===== config.mk =====
export PLATFORM = sky130hd
export DESIGN_NAME = des_perm_pipe
export DESIGN_NICKNAME = d
export VERILOG_FILES = /design/src/rtl/des_pkg.sv /design/src/rtl/des_perm_lane.sv /design/src/rtl/des_perm_pipe.sv
export SDC_FILE = /design/constraint.sdc
export NUM_CORES = 1
export LEC_CHECK = 0
export BUFFER_PORTS_ARGS = -buffer_cell sky130_fd_sc_hd__buf_2
export CELL_PAD_IN_SITES_DETAIL_PLACEMENT = 0
export CELL_PAD_IN_SITES_GLOBAL_PLACEMENT = 2
export CORE_ASPECT_RATIO = 1.4
export CORE_MARGIN = 8
export CORE_UTILIZATION = 31
export DETAILED_ROUTE_END_ITERATION = 10
export PLACE_DENSITY_LB_ADDON = 0.1
export SLEW_MARGIN = 20
export SYNTH_ARGS = -nofsm -noshare
export SYNTH_HDL_FRONTEND = slang
export SYNTH_SLANG_ARGS = --single-unit

===== constraint.sdc =====
create_clock -name clk -period 3.1 [get_ports clk]
set_input_delay 0.62 -clock clk [delete_from_list [all_inputs] [get_ports clk]]
set_output_delay 0.62 -clock clk [all_outputs]
set_load 0.02 [all_outputs]

===== src/rtl/des_pkg.sv =====
// Shared definitions for the DES permutation engine: widths, mode encoding,
// the FIPS E and P tables, and helpers that apply them to one half-block.
package des_pkg;

    localparam int HALF_W = 32;
    localparam int EXP_W  = 48;

    typedef enum logic [1:0] {
        MODE_E       = 2'b00,
        MODE_E_XOR_K = 2'b01,
        MODE_P       = 2'b10,
        MODE_BYPASS  = 2'b11
    } mode_e;

    // Entry k holds the 1-based FIPS source bit for FIPS output bit k+1.
    localparam int E_TABLE [EXP_W] = '{
        32,  1,  2,  3,  4,  5,
         4,  5,  6,  7,  8,  9,
         8,  9, 10, 11, 12, 13,
        12, 13, 14, 15, 16, 17,
        16, 17, 18, 19, 20, 21,
        20, 21, 22, 23, 24, 25,
        24, 25, 26, 27, 28, 29,
        28, 29, 30, 31, 32,  1
    };

    localparam int P_TABLE [HALF_W] = '{
        16,  7, 20, 21, 29, 12, 28, 17,
         1, 15, 23, 26,  5, 18, 31, 10,
         2,  8, 24, 14, 32, 27,  3,  9,
        19, 13, 30,  6, 22, 11,  4, 25
    };

    // FIPS bit k (1 = MSB) lives at vector index WIDTH-k on both sides.
    function automatic logic [EXP_W-1:0] e_expand(input logic [HALF_W-1:0] d);
        logic [EXP_W-1:0] r;
        r = '0;
        for (int k = 0; k < EXP_W; k++) begin
            r[EXP_W-1-k] = d[HALF_W-E_TABLE[k]];
        end
        return r;
    endfunction

    function automatic logic [HALF_W-1:0] p_permute(input logic [HALF_W-1:0] d);
        logic [HALF_W-1:0] r;
        r = '0;
        for (int k = 0; k < HALF_W; k++) begin
            r[HALF_W-1-k] = d[HALF_W-P_TABLE[k]];
        end
        return r;
    endfunction

endpackage


===== src/rtl/des_perm_lane.sv =====
// Single-lane combinational transform: 32-bit half-block (plus 48-bit subkey)
// to a 48-bit result according to the selected permutation mode.
module des_perm_lane
    import des_pkg::*;
(
    input  mode_e              mode,
    input  logic [HALF_W-1:0]  data,
    input  logic [EXP_W-1:0]   key,
    output logic [EXP_W-1:0]   result
);

    logic [EXP_W-1:0] expanded;

    // NOTE: every output of a combinational block gets a default on entry so
    // no path through the case can leave it unassigned and infer a latch.
    always_comb begin
        expanded = e_expand(data);
        result   = '0;
        case (mode)
            MODE_E:       result = expanded;
            MODE_E_XOR_K: result = expanded ^ key;
            MODE_P:       result = {{(EXP_W-HALF_W){1'b0}}, p_permute(data)};
            MODE_BYPASS:  result = {{(EXP_W-HALF_W){1'b0}}, data};
            default:      result = '0;
        endcase
    end

endmodule


===== src/rtl/des_perm_pipe.sv =====
// Multi-lane DES permutation stage: per-lane transforms feed a 2-entry
// in-order output buffer with valid/ready on both sides and a transfer count.
module des_perm_pipe
    import des_pkg::*;
#(
    parameter int NUM_CH = 1,
    parameter int TAG_W  = 4
)
(
    input  logic                     clk,
    input  logic                     rst,
    input  logic                     in_valid,
    output logic                     in_ready,
    input  logic [1:0]               in_mode,
    input  logic [NUM_CH*HALF_W-1:0] in_data,
    input  logic [NUM_CH*EXP_W-1:0]  in_key,
    input  logic [TAG_W-1:0]         in_tag,
    output logic                     out_valid,
    input  logic                     out_ready,
    output logic [NUM_CH*EXP_W-1:0]  out_data,
    output logic [TAG_W-1:0]         out_tag,
    output logic [15:0]              xfer_cnt
);

    localparam int OUT_W = NUM_CH*EXP_W;

    typedef struct packed {
        logic [OUT_W-1:0] data;
        logic [TAG_W-1:0] tag;
    } entry_t;

    entry_t           mem [2];
    logic             rd_ptr;
    logic             wr_ptr;
    logic             show_ptr;
    logic [1:0]       count;
    logic [OUT_W-1:0] lane_result;
    logic             push;
    logic             pop;
    mode_e            mode;

    assign mode = mode_e'(in_mode);

    for (genvar i = 0; i < NUM_CH; i++) begin : g_lane
        des_perm_lane u_lane (
            .mode   (mode),
            .data   (in_data[i*HALF_W +: HALF_W]),
            .key    (in_key[i*EXP_W +: EXP_W]),
            .result (lane_result[i*EXP_W +: EXP_W])
        );
    end

    // Ready comes from the registered fill level only, so a full buffer
    // refuses input even when downstream drains in the same cycle.
    assign in_ready  = !rst && (count != 2'd2);
    assign out_valid = (count != 2'd0);
    assign push      = in_valid && in_ready;
    assign pop       = out_valid && out_ready;

    // When empty, point at the slot just popped so the outputs keep the last
    // presented value instead of exposing a stale older entry.
    assign show_ptr = out_valid ? rd_ptr : ~rd_ptr;
    assign out_data = mem[show_ptr].data;
    assign out_tag  = mem[show_ptr].tag;

    // NOTE: state registers use non-blocking assignments so every flop
    // samples pre-edge values regardless of statement order.
    always_ff @(posedge clk) begin
        if (rst) begin
            count    <= 2'd0;
            rd_ptr   <= 1'b0;
            wr_ptr   <= 1'b0;
            xfer_cnt <= 16'd0;
            // NOTE: the buffer is cleared on reset because the idle outputs
            // are read straight from it and must be zero, not X.
            for (int i = 0; i < 2; i++) begin
                mem[i] <= '0;
            end
        end else begin
            if (push) begin
                mem[wr_ptr] <= '{data: lane_result, tag: in_tag};
                wr_ptr      <= ~wr_ptr;
            end
            if (pop) begin
                rd_ptr   <= ~rd_ptr;
                xfer_cnt <= xfer_cnt + 16'd1;
            end
            case ({push, pop})
                2'b10:   count <= count + 2'd1;
                2'b01:   count <= count - 2'd1;
                default: count <= count;
            endcase
        end
    end

endmodule


==> reports/metrics.yaml <==
drt-initial-drc-count: 287
yosys_warnings: 0
p_total_w: 0.00653
gp_congestion: 0.848
die_w_um: 140
p_leak_nw: 3.43
dr.pass1.iters: 4
clock_power_share: 0.292
grt_util_met1: 0.183
rows: 63
cts_max_path_buffers: 2
slew_headroom: 0.513
drv_cap: 0
synthDistinctLibCells: 40
clk_pin_slew_ns: 0.05
drc: 0
ys.flop_type: "edfxtp_1"
endpoint_kind: "primary output"
synth-seq-cells: 124
synth_commonest_cells: "nor2_1, edfxtp_1, mux2_2"
cts_sinks: 124
synth_area_mm2: 0.00663
postPlaceCellArea_mm2: 0.00778
rsz0062_at_grt: "false"
port_buffers: 159
maxClockFrequency_mhz: 355
fillers: 2173
synth.most_common_cell: "nor2_1"
first_global_vias: 5394
worstMarginPinSlew_ns: 0.731
diodes: 0
syn_avg_cell_area_um2: 11.2
slew_viol_final: 0
p_seq_frac: 0.313
syn_to_final_growth_pct: 25.8
drive_above_1_share: 0.366
synth_seq_area_share: 0.532
post_cts.repair.setup_buffers: 0
path_class: "flip-flop to primary output"
syn-num-nets: 686
antenna_left: 0
initial_core_util: 0.314
clk-insertion-delay-late_ns: 0.42
grt_pass1_wl_um: 31700
die_area_mm2: 0.0264
crit_required_ns: 2.48
switching_share: 0.353
grtUsageMet3: 0.0433
async_flop_share: 0
pin_count: 160
routed_via_density: 5.02
startpoint_type: "flip-flop"
cp_max_fo: 38
cts.repair.resized: 0
power_density_mw_per_mm2: 783
synth_edf_count: 104
overflow: 0
p_sw_w: 0.00230
grt_max_degree: 73
htree_num_levels: 4
cts_tree: "built"
fin_crit_ns: 2.82
holdWs_ns: 0.483
wl_per_cell_um: 20.0
cts_buffers: 17
fin_area_mm2: 0.00834
fin_cells: 1020
p_comb_frac: 0.395
clock_skew_ns: 0.00986
hp-class: "flip-flop to flip-flop"
ys_top_cells_by_area: "edfxtp_1, mux2_2, nor2_1, dfxtp_1, mux4_2"
routed_wl_um: 20400
core_mm2: 0.0211
track_usage: 0.159
grt.met2_usage: 0.282
ir_drop_mv: 0.435
synth_top_area_cell: "edfxtp_1"
finalHoldViolCount: 0
syn-instance-count: 594
p_int_w: 0.00423
root_buffer: "clkbuf_16"
grt_antenna_before_repair: 2
hpwlAfterDp_um: 14500
synth_top_area_frac: 0.471
die_h_um: 189
status: "finished clean"
gr-max-usage-layer: "met2"
hold_buffers: 0
fin_crit_sh: 0.910
finalSetupTns_ns: 0
fin_nets: 839
setup_viol: 0
cp.arrival_ns: 2.20
vias: 5121
place_inst: 988
-- registers in the layout, summed over array words and instances, names as in the netlist --
signal,count
count,2
xfer_cnt,16
rd_ptr,1
mem,104
wr_ptr,1
-- metal layers --
| layer | wire, um | vias up |
|---|---|---|
| met4 | 379 | 4 |
| met1 | 8750 | 2486 |
| li1 | - | 2456 |
| met2 | 10300 | 151 |
| met5 | 20 | - |
| met3 | 976 | 24 |
-- worst max-delay path, cell delays in order, from the launching register on --
cell,delay (ns)
dfxtp_1,0.40
or2_2,0.37
xor2_4,0.18
buf_12,0.27
mux2_2,0.39
buf_2,0.17
-- worst paths after layout --
check / startpoint / end / slack [ns] / cells after the start
worst max-delay path: count[0] / out_data[28] / 0.28 / 5
worst min-delay path: xfer_cnt[15] / xfer_cnt[15] / 0.48 / 2
worst max register to register: count[0] / mem[1][11] / 1.25 / 4
worst min register to register: xfer_cnt[15] / xfer_cnt[15] / 0.48 / 2
-- placed cells by master (no fill, tap or decap), types with 3 or more instances in the layout --
master and instances:
buf_2 158, nor2_1 116, edfxtp_1 104, mux2_2 53, nand2_1 43, xnor2_1 25, inv_1 21, dfxtp_1 20
nand2b_1 17, nor3_1 17, clkbuf_16 17, a22o_1 16, a211oi_1 14, a211o_1 14, mux4_2 14, o31ai_1 14
o21ai_0 10, nor2b_1 9, buf_4 9, a21oi_1 7, xor2_1 5, nand3_1 5, buf_12 5, clkinv_2 4
mux2i_1 3, clkbuf_1 3, clkinvlp_4 3
-- per-stage QoR --
stage                     setup slack [ns]   util
after detailed placement             0.637  0.368
after floorplan                      0.121      -
after global placement               0.669  0.368
after global routing                 0.127  0.395
final                                0.280  0.395
after CTS                            0.219  0.395
-- power groups by stage --
stage               combinational [W]  sequential [W]  clock (W)
CTS                           0.00266         0.00205    0.00196
detailed placement            0.00265         0.00208          0
global placement              0.00265         0.00207          0
floorplan                     0.00175         0.00206          0
finish                        0.00258         0.00204    0.00191
global route                  0.00280         0.00206    0.00203
-- cells by family after synthesis --
| kind of cell | Yosys count | synth area share |
|---|---|---|
| multiplexers | 70 | 0.142 |
| AND/OR/NAND/NOR | 225 | 0.150 |
| flip-flops | 124 | 0.532 |
| AO/OA/AOI/OAI | 83 | 0.0959 |
| XOR/XNOR | 31 | 0.0410 |
| adder cells (fa/ha/maj) | 2 | 0.00378 |
| buffers and inverters | 59 | 0.0361 |
-- layout make-up --
cell class	count	area (um2)	share of cell area
Sequential cell	124	3520	0.422
Multi-Input combinational cell	411	2890	0.347
Timing Repair Buffer	172	958	0.115
Clock buffer	20	437	0.0524
Tap cell	260	325	0.0390
Clock inverter	12	124	0.0149
Inverter	21	78.8	0.00945
Power figures use the tool's default switching activity.
